[config.mk]
export PLATFORM = sky130hd
export DESIGN_NAME = wb_vmemem_bridge_flat
export DESIGN_NICKNAME = d
export VERILOG_FILES = /design/src/rtl/wb_vmemem_bridge_if.sv /design/src/rtl/wb_vmemem_bridge.sv /design/src/flat_wrapper.sv
export SDC_FILE = /design/constraint.sdc
export NUM_CORES = 1
export LEC_CHECK = 0
export CORE_MARGIN = 1.5
export CORE_UTILIZATION = 38
export CTS_CLUSTER_DIAMETER = 50
export DETAILED_ROUTE_END_ITERATION = 16
export GPL_TIMING_DRIVEN = 0
export PLACE_DENSITY = 0.84
export REMOVE_ABC_BUFFERS = 1
export SLEW_MARGIN = 30
export SYNTH_ARGS = -nofsm -noshare
export SYNTH_HDL_FRONTEND = slang
export SYNTH_SLANG_ARGS = --single-unit
[constraint.sdc]
create_clock -name clk -period 1.8 [get_ports clk]
set_clock_uncertainty 0.15 [all_clocks]
set_input_delay 0.36 -clock clk [delete_from_list [all_inputs] [get_ports clk]]
set_output_delay 0.36 -clock clk [all_outputs]
set_load 0.005 [all_outputs]
[src/rtl/wb_vmemem_bridge_if.sv]
// Bus bundle between a Wishbone classic host and the VME-style strobe/done
// register-bank slave, as seen by wb_vmemem_bridge.
//   slave  modport : the bridge's view (WB slave + memory-side master)
//   master modport : the host/slave-model view (drives WB requests and
//                    memory-side done/data)
// Signals:
//   wb_*  : Wishbone classic single transfer (cyc/stb/we/adr/sel/dat, ack/err)
//   mem_* : word address, write data, rd/wr strobes, rd data, dones, errors
interface wb_vmemem_bridge_if #(
   parameter int ADDR_W = 20
);
   logic              wb_cyc_i;
   logic              wb_stb_i;
   logic              wb_we_i;
   logic [ADDR_W-1:0] wb_adr_i;
   logic [3:0]        wb_sel_i;
   logic [31:0]       wb_dat_i;
   logic [31:0]       wb_dat_o;
   logic              wb_ack_o;
   logic              wb_err_o;

   logic [ADDR_W-3:0] mem_addr_o;
   logic [31:0]       mem_wr_data_o;
   logic              mem_rd_o;
   logic              mem_wr_o;
   logic [31:0]       mem_rd_data_i;
   logic              mem_rd_done_i;
   logic              mem_wr_done_i;
   logic              mem_rd_error_i;
   logic              mem_wr_error_i;

   modport slave (
      input  wb_cyc_i, wb_stb_i, wb_we_i, wb_adr_i, wb_sel_i, wb_dat_i,
      output wb_dat_o, wb_ack_o, wb_err_o,
      output mem_addr_o, mem_wr_data_o, mem_rd_o, mem_wr_o,
      input  mem_rd_data_i, mem_rd_done_i, mem_wr_done_i,
      input  mem_rd_error_i, mem_wr_error_i
   );

   modport master (
      output wb_cyc_i, wb_stb_i, wb_we_i, wb_adr_i, wb_sel_i, wb_dat_i,
      input  wb_dat_o, wb_ack_o, wb_err_o,
      input  mem_addr_o, mem_wr_data_o, mem_rd_o, mem_wr_o,
      output mem_rd_data_i, mem_rd_done_i, mem_wr_done_i,
      output mem_rd_error_i, mem_wr_error_i
   );
endinterface

[src/rtl/wb_vmemem_bridge.sv]
// Wishbone classic -> VME-style strobe/done bridge. Each accepted WB single
// transfer becomes one single-cycle mem_rd_o/mem_wr_o strobe; the bridge then
// waits for the matching done and answers with a 1-cycle ack, or err on slave
// error, timeout, or a write with partial byte selects. One transfer in flight.
// Ports:
//   clk   : clock, rising edge
//   rst_n : synchronous active-low reset
//   bus   : wb_vmemem_bridge_if.slave (WB slave side + memory master side)
// All outputs are registered.
module wb_vmemem_bridge #(
   parameter int ADDR_W  = 20,
   parameter int TIMEOUT = 255
) (
   input  logic                 clk,
   input  logic                 rst_n,
   wb_vmemem_bridge_if.slave    bus
);

   typedef enum logic [1:0] {IDLE, RD_WAIT, WR_WAIT, RESP} state_t;

   state_t            state_q, state_d;
   logic [15:0]       cnt_q, cnt_d;
   logic              abort_q, abort_d;
   logic              ack_q, ack_d;
   logic              err_q, err_d;
   logic              rd_q, rd_d;
   logic              wr_q, wr_d;
   logic [ADDR_W-3:0] addr_q, addr_d;
   logic [31:0]       wdata_q, wdata_d;
   logic [31:0]       rdata_q, rdata_d;

   // Only the done/error pair matching the pending direction is looked at.
   logic wait_done, wait_err, aborted;
   assign wait_done = (state_q == RD_WAIT) ? bus.mem_rd_done_i  : bus.mem_wr_done_i;
   assign wait_err  = (state_q == RD_WAIT) ? bus.mem_rd_error_i : bus.mem_wr_error_i;
   // Host dropping cyc at any point of the wait kills the response.
   assign aborted   = abort_q | ~bus.wb_cyc_i;

   // Byte lanes of the address are meaningless to a word-addressed slave.
   logic unused_adr_lsb;
   assign unused_adr_lsb = ^bus.wb_adr_i[1:0];

   always_ff @(posedge clk) begin
      if (!rst_n) begin
         state_q <= IDLE;
         cnt_q   <= '0;
         abort_q <= 1'b0;
         ack_q   <= 1'b0;
         err_q   <= 1'b0;
         rd_q    <= 1'b0;
         wr_q    <= 1'b0;
         addr_q  <= '0;
         wdata_q <= '0;
         rdata_q <= '0;
      end else begin
         state_q <= state_d;
         cnt_q   <= cnt_d;
         abort_q <= abort_d;
         ack_q   <= ack_d;
         err_q   <= err_d;
         rd_q    <= rd_d;
         wr_q    <= wr_d;
         addr_q  <= addr_d;
         wdata_q <= wdata_d;
         rdata_q <= rdata_d;
      end
   end

   always_comb begin
      state_d = state_q;
      cnt_d   = cnt_q;
      abort_d = abort_q;
      addr_d  = addr_q;
      wdata_d = wdata_q;
      rdata_d = rdata_q;
      ack_d   = 1'b0;
      err_d   = 1'b0;
      rd_d    = 1'b0;
      wr_d    = 1'b0;

      case (state_q)
         IDLE: begin
            if (bus.wb_cyc_i && bus.wb_stb_i) begin
               addr_d  = bus.wb_adr_i[ADDR_W-1:2];
               wdata_d = bus.wb_dat_i;
               cnt_d   = '0;
               abort_d = 1'b0;
               if (bus.wb_we_i && bus.wb_sel_i != 4'hF) begin
                  // Partial writes are not supported by the slave: refuse
                  // without touching it.
                  err_d   = 1'b1;
                  state_d = RESP;
               end else if (bus.wb_we_i) begin
                  wr_d    = 1'b1;
                  state_d = WR_WAIT;
               end else begin
                  rd_d    = 1'b1;
                  state_d = RD_WAIT;
               end
            end
         end

         RD_WAIT, WR_WAIT: begin
            abort_d = aborted;
            if (state_q == RD_WAIT && bus.mem_rd_done_i)
               rdata_d = bus.mem_rd_data_i;
            // Done is checked before expiry so a done on the last allowed
            // cycle still completes normally.
            if (wait_done) begin
               if (aborted) begin
                  state_d = IDLE;
               end else begin
                  ack_d   = ~wait_err;
                  err_d   = wait_err;
                  state_d = RESP;
               end
            end else if (cnt_q == 16'(TIMEOUT)) begin
               if (aborted) begin
                  state_d = IDLE;
               end else begin
                  err_d   = 1'b1;
                  state_d = RESP;
               end
            end else begin
               cnt_d = cnt_q + 16'd1;
            end
         end

         RESP: begin
            // Pulse cycle; stb is deliberately not sampled here.
            state_d = IDLE;
         end

         default: state_d = IDLE;
      endcase
   end

   assign bus.wb_ack_o      = ack_q;
   assign bus.wb_err_o      = err_q;
   assign bus.wb_dat_o      = rdata_q;
   assign bus.mem_rd_o      = rd_q;
   assign bus.mem_wr_o      = wr_q;
   assign bus.mem_addr_o    = addr_q;
   assign bus.mem_wr_data_o = wdata_q;

endmodule

[src/flat_wrapper.sv]
// flat-port wrapper written by rule: the top's interface ports become plain ports
module wb_vmemem_bridge_flat 
#(
   parameter int ADDR_W  = 20,
   parameter int TIMEOUT = 255
)
  (clk, rst_n, bus_wb_cyc_i, bus_wb_stb_i, bus_wb_we_i, bus_wb_adr_i, bus_wb_sel_i, bus_wb_dat_i, bus_wb_dat_o, bus_wb_ack_o, bus_wb_err_o, bus_mem_addr_o, bus_mem_wr_data_o, bus_mem_rd_o, bus_mem_wr_o, bus_mem_rd_data_i, bus_mem_rd_done_i, bus_mem_wr_done_i, bus_mem_rd_error_i, bus_mem_wr_error_i);
  wb_vmemem_bridge_if #(.ADDR_W(ADDR_W)) bus_i ();
  input  logic clk;
  input  logic rst_n;
  input wire logic [$bits(bus_i.wb_cyc_i)-1:0] bus_wb_cyc_i;
  input wire logic [$bits(bus_i.wb_stb_i)-1:0] bus_wb_stb_i;
  input wire logic [$bits(bus_i.wb_we_i)-1:0] bus_wb_we_i;
  input wire logic [$bits(bus_i.wb_adr_i)-1:0] bus_wb_adr_i;
  input wire logic [$bits(bus_i.wb_sel_i)-1:0] bus_wb_sel_i;
  input wire logic [$bits(bus_i.wb_dat_i)-1:0] bus_wb_dat_i;
  output wire logic [$bits(bus_i.wb_dat_o)-1:0] bus_wb_dat_o;
  output wire logic [$bits(bus_i.wb_ack_o)-1:0] bus_wb_ack_o;
  output wire logic [$bits(bus_i.wb_err_o)-1:0] bus_wb_err_o;
  output wire logic [$bits(bus_i.mem_addr_o)-1:0] bus_mem_addr_o;
  output wire logic [$bits(bus_i.mem_wr_data_o)-1:0] bus_mem_wr_data_o;
  output wire logic [$bits(bus_i.mem_rd_o)-1:0] bus_mem_rd_o;
  output wire logic [$bits(bus_i.mem_wr_o)-1:0] bus_mem_wr_o;
  input wire logic [$bits(bus_i.mem_rd_data_i)-1:0] bus_mem_rd_data_i;
  input wire logic [$bits(bus_i.mem_rd_done_i)-1:0] bus_mem_rd_done_i;
  input wire logic [$bits(bus_i.mem_wr_done_i)-1:0] bus_mem_wr_done_i;
  input wire logic [$bits(bus_i.mem_rd_error_i)-1:0] bus_mem_rd_error_i;
  input wire logic [$bits(bus_i.mem_wr_error_i)-1:0] bus_mem_wr_error_i;
  assign bus_i.wb_cyc_i = bus_wb_cyc_i;
  assign bus_i.wb_stb_i = bus_wb_stb_i;
  assign bus_i.wb_we_i = bus_wb_we_i;
  assign bus_i.wb_adr_i = bus_wb_adr_i;
  assign bus_i.wb_sel_i = bus_wb_sel_i;
  assign bus_i.wb_dat_i = bus_wb_dat_i;
  assign bus_wb_dat_o = bus_i.wb_dat_o;
  assign bus_wb_ack_o = bus_i.wb_ack_o;
  assign bus_wb_err_o = bus_i.wb_err_o;
  assign bus_mem_addr_o = bus_i.mem_addr_o;
  assign bus_mem_wr_data_o = bus_i.mem_wr_data_o;
  assign bus_mem_rd_o = bus_i.mem_rd_o;
  assign bus_mem_wr_o = bus_i.mem_wr_o;
  assign bus_i.mem_rd_data_i = bus_mem_rd_data_i;
  assign bus_i.mem_rd_done_i = bus_mem_rd_done_i;
  assign bus_i.mem_wr_done_i = bus_mem_wr_done_i;
  assign bus_i.mem_rd_error_i = bus_mem_rd_error_i;
  assign bus_i.mem_wr_error_i = bus_mem_wr_error_i;
  wb_vmemem_bridge #(.ADDR_W(ADDR_W), .TIMEOUT(TIMEOUT)) u_core (.clk(clk), .rst_n(rst_n), .bus(bus_i));
endmodule
==> results.py <==
metrics = {
    "status": {
        "outcome": "complete, but fails checks",
        "violations": "negative setup slack",
    },
    "grt": {
        "grt_pass1_wl_um": 19400,
        "track_usage_pct": 20.9,
        "antenna_found_initial": 0,
        "grt_max_degree": 65,
        "overflow": 0,
        "grt_pass1_vias": 4159,
    },
    "yosys": {
        "synth_adder_area_share_pct": 1.49,
        "avgSynthCellArea_um2": 8.16,
        "synth.distinct_cells": 51,
        "synth_area_leaders": "dfxtp_1 (50%), nand2_1 (16%), a21oi_1 (10%)",
        "syn_area_mm2": 0.00419,
        "synth-async-reset-ratio_pct": 0,
        "synth_xor_area_share_pct": 0,
        "synth.most_common_cell": "nand2_1",
        "yosysWarnings": 0,
        "synth_area_leader_cell": "dfxtp_1",
        "synth_common_cells": "nand2_1 (173), dfxtp_1 (105), a21oi_1 (86), clkbuf_1 (22), nor2_1 (13)",
        "yosys_most_used_dff": "dfxtp_1",
        "synth-simple-area-share_pct": 24.1,
        "synth_compound_area_share_pct": 18.5,
        "synth_top_area_share_pct": 50.2,
        "synth_top_family_by_area": "simple AND/OR/NAND/NOR gates",
        "synth.ff_latch_count": 105,
        "syn_inst": 513,
        "synth-edff-count": 0,
        "ys_seq_area_share_pct": 50.2,
        "synth.area.mux_share_pct": 1.34,
    },
    "critical_path": {
        "max_stage_delay_ps": 370,
        "crit_arrival_ps": 2010,
        "crit_family": "flip-flops",
        "crit_fanout": 5,
        "crit_path_cell_trace": "inv_4 > ha_4 > mux2_4 > nor3_4 > buf_4 > a21oi_2 > a32o_1",
        "path_buf_inv": 2,
        "required_ps": 1920,
        "startpoint_type": "flop",
        "slowest_stage": "dfxtp_4",
        "cp-end-kind": "flop",
        "critical_path_class": "reg -> reg",
    },
    "clocking": {
        "numCtsBuffers": 9,
        "clock_latency_ps": 370,
        "cts_buffer_depth": 2,
        "htree_levels": 3,
        "cts-root-buf": "clkbuf_8",
        "clock-sinks": 105,
        "clkSlewWorstSetupHoldPaths_ps": 100,
        "cts_tree": "yes",
        "cts-hold-fix-buffers": 0,
    },
    "layout": {
        "syn2layout_area_growth_pct": 60.4,
        "antennaDiodeCount": 0,
        "design_area_mm2": 0.00672,
        "nFillCells": 876,
        "final_core_util_pct": 62.2,
        "drive_gt1_share_pct": 11.8,
        "final_net_count": 801,
    },
    "floorplan": {
        "start_util_pct": 38.8,
        "fp.dieW_um": 108,
        "io_pins": 183,
        "die_area_mm2": 0.0117,
        "die_h_um": 108,
        "rows": 38,
        "core_mm2": 0.0108,
    },
    "power": {
        "peakVddDrop_uv": 484,
        "p_per_area_mw_per_mm2": 968,
        "leakage_nw": 2.42,
    },
    "route": {
        "firstDrtPassIters": 5,
        "routed-via-count": 4413,
        "wl_per_cell_um": 15.6,
        "ant_nets": 0,
        "vias_per_cell": 5.23,
        "wl_um": 13200,
        "drt_iter0_drc": 269,
        "route.detailed.drc": 0,
    },
    "timing": {
        "rsz0062_at_grt": "yes",
        "period_share_pct": 105,
        "timing.hold.ws_ps": 309,
        "setup_violations": 17,
        "final_max_slew_viol_count": 0,
        "min_period_ps": 1890,
        "worstMarginPinSlew_ps": 570,
        "max_freq_mhz": 529,
        "finalHoldViolCount": 0,
        "layout_setup_ws_ps": -91.6,
        "max_slew_margin_pct": 62.0,
        "tns_ps": -1090,
    },
    "place": {
        "place_area_mm2": 0.00611,
        "place_worst_setup_slack_ps": -816,
        "gp_congestion": 0.825,
        "dp_hpwl_um": 8230,
        "io_buffers": 180,
    },
    "run": {
        "drv_cap": 0,
    },
    "min_path": {
        "hp-class": "reg -> reg",
    },
}
## cell families (layout without fill, tap and decap cells)
logic type | after synthesis | count (layout)
muxes | 5 | 5
AOI/OAI and AO/OA | 129 | 130
buffers and inverters | 43 | 230
DFF | 105 | 105
adders and majority gates | 5 | 5
and+or+nand+nor | 226 | 229
## worst min-delay path, cell delays in order, from the launching register on
cell and delay, ps:
dfxtp_1 320, nand2_1 50, a21oi_1 50
## report_power, final
part | leakage, nW | switching (mW) | internal, mW
Sequential | 0.857 | 0.120 | 2.53
Clock | 0.114 | 0.855 | 0.796
Combinational | 1.45 | 1.12 | 1.08
## placed cells by master (no fill, tap or decap), types with 4 or more instances in the layout
master	synthesis	final
dfxtp_1	105	95
nor2_1	13	12
nand2_1	173	172
clkdlybuf4s50_1	0	170
a31oi_1	9	9
clkbuf_8	0	9
dlymetal6s2s_1	0	7
a21oi_1	86	85
buf_4	0	18
dfxtp_2	0	8
nand3_1	11	9
nand4_1	5	5
o21a_1	5	5
inv_1	12	9
and3_1	5	4
## worst paths after layout
path	endpoint	cells after the start	startpoint	slack [ps]
worst max register to register	u_core.cnt_q[1]	7	u_core.state_q[1]	-90
worst min register to register	u_core.bus.mem_wr_data_o[8]	2	u_core.bus.mem_wr_data_o[8]	310
worst max-delay path	u_core.cnt_q[1]	7	u_core.state_q[1]	-90
worst min-delay path	u_core.bus.mem_wr_data_o[8]	2	u_core.bus.mem_wr_data_o[8]	310
## metrics by stage
stage	instances	total power, mW
floorplan	482	3.53
global placement	802	4.26
detailed placement	804	4.38
CTS	836	6.37
global route	844	6.83
finish	844	6.50
## state kept, by name, indices dropped and copies added, names as in the netlist, 2 cells and up
| signal | cells |
|---|---|
| u_core.bus.mem_addr_o | 18 |
| u_core.bus.mem_wr_data_o | 32 |
| u_core.bus.wb_dat_o | 32 |
| u_core.cnt_q | 16 |
| u_core.state_q | 2 |
## metal layers
metal | vias up | part of all wire [%] | global-route usage [%]
met5 | - | 0 | 0
met4 | 0 | 2.6 | 9.68
met3 | 30 | 8.2 | 5.61
met2 | 198 | 50 | 36.8
met1 | 2059 | 39 | 23.4
li1 | 2126 | - | -
## cell type report
type	instances	area [µm²]	area share [%]
inverters	12	50.0	0.745
flip-flops and latches	105	2120	31.6
repair buffers	202	2050	30.5
multi-input cells	369	2100	31.3
clock inverters	7	100	1.49
well taps	140	175	2.61
clock buffers	9	124	1.84
## repair_timing
action | CTS | global route
gates resized for setup | 32 | 17
gates cloned | 2 | 2
setup endpoints to repair | 80 | 63
pin swaps | 12 | 17
setup buffers | 14 | 6
Power figures use the tool's default switching activity.
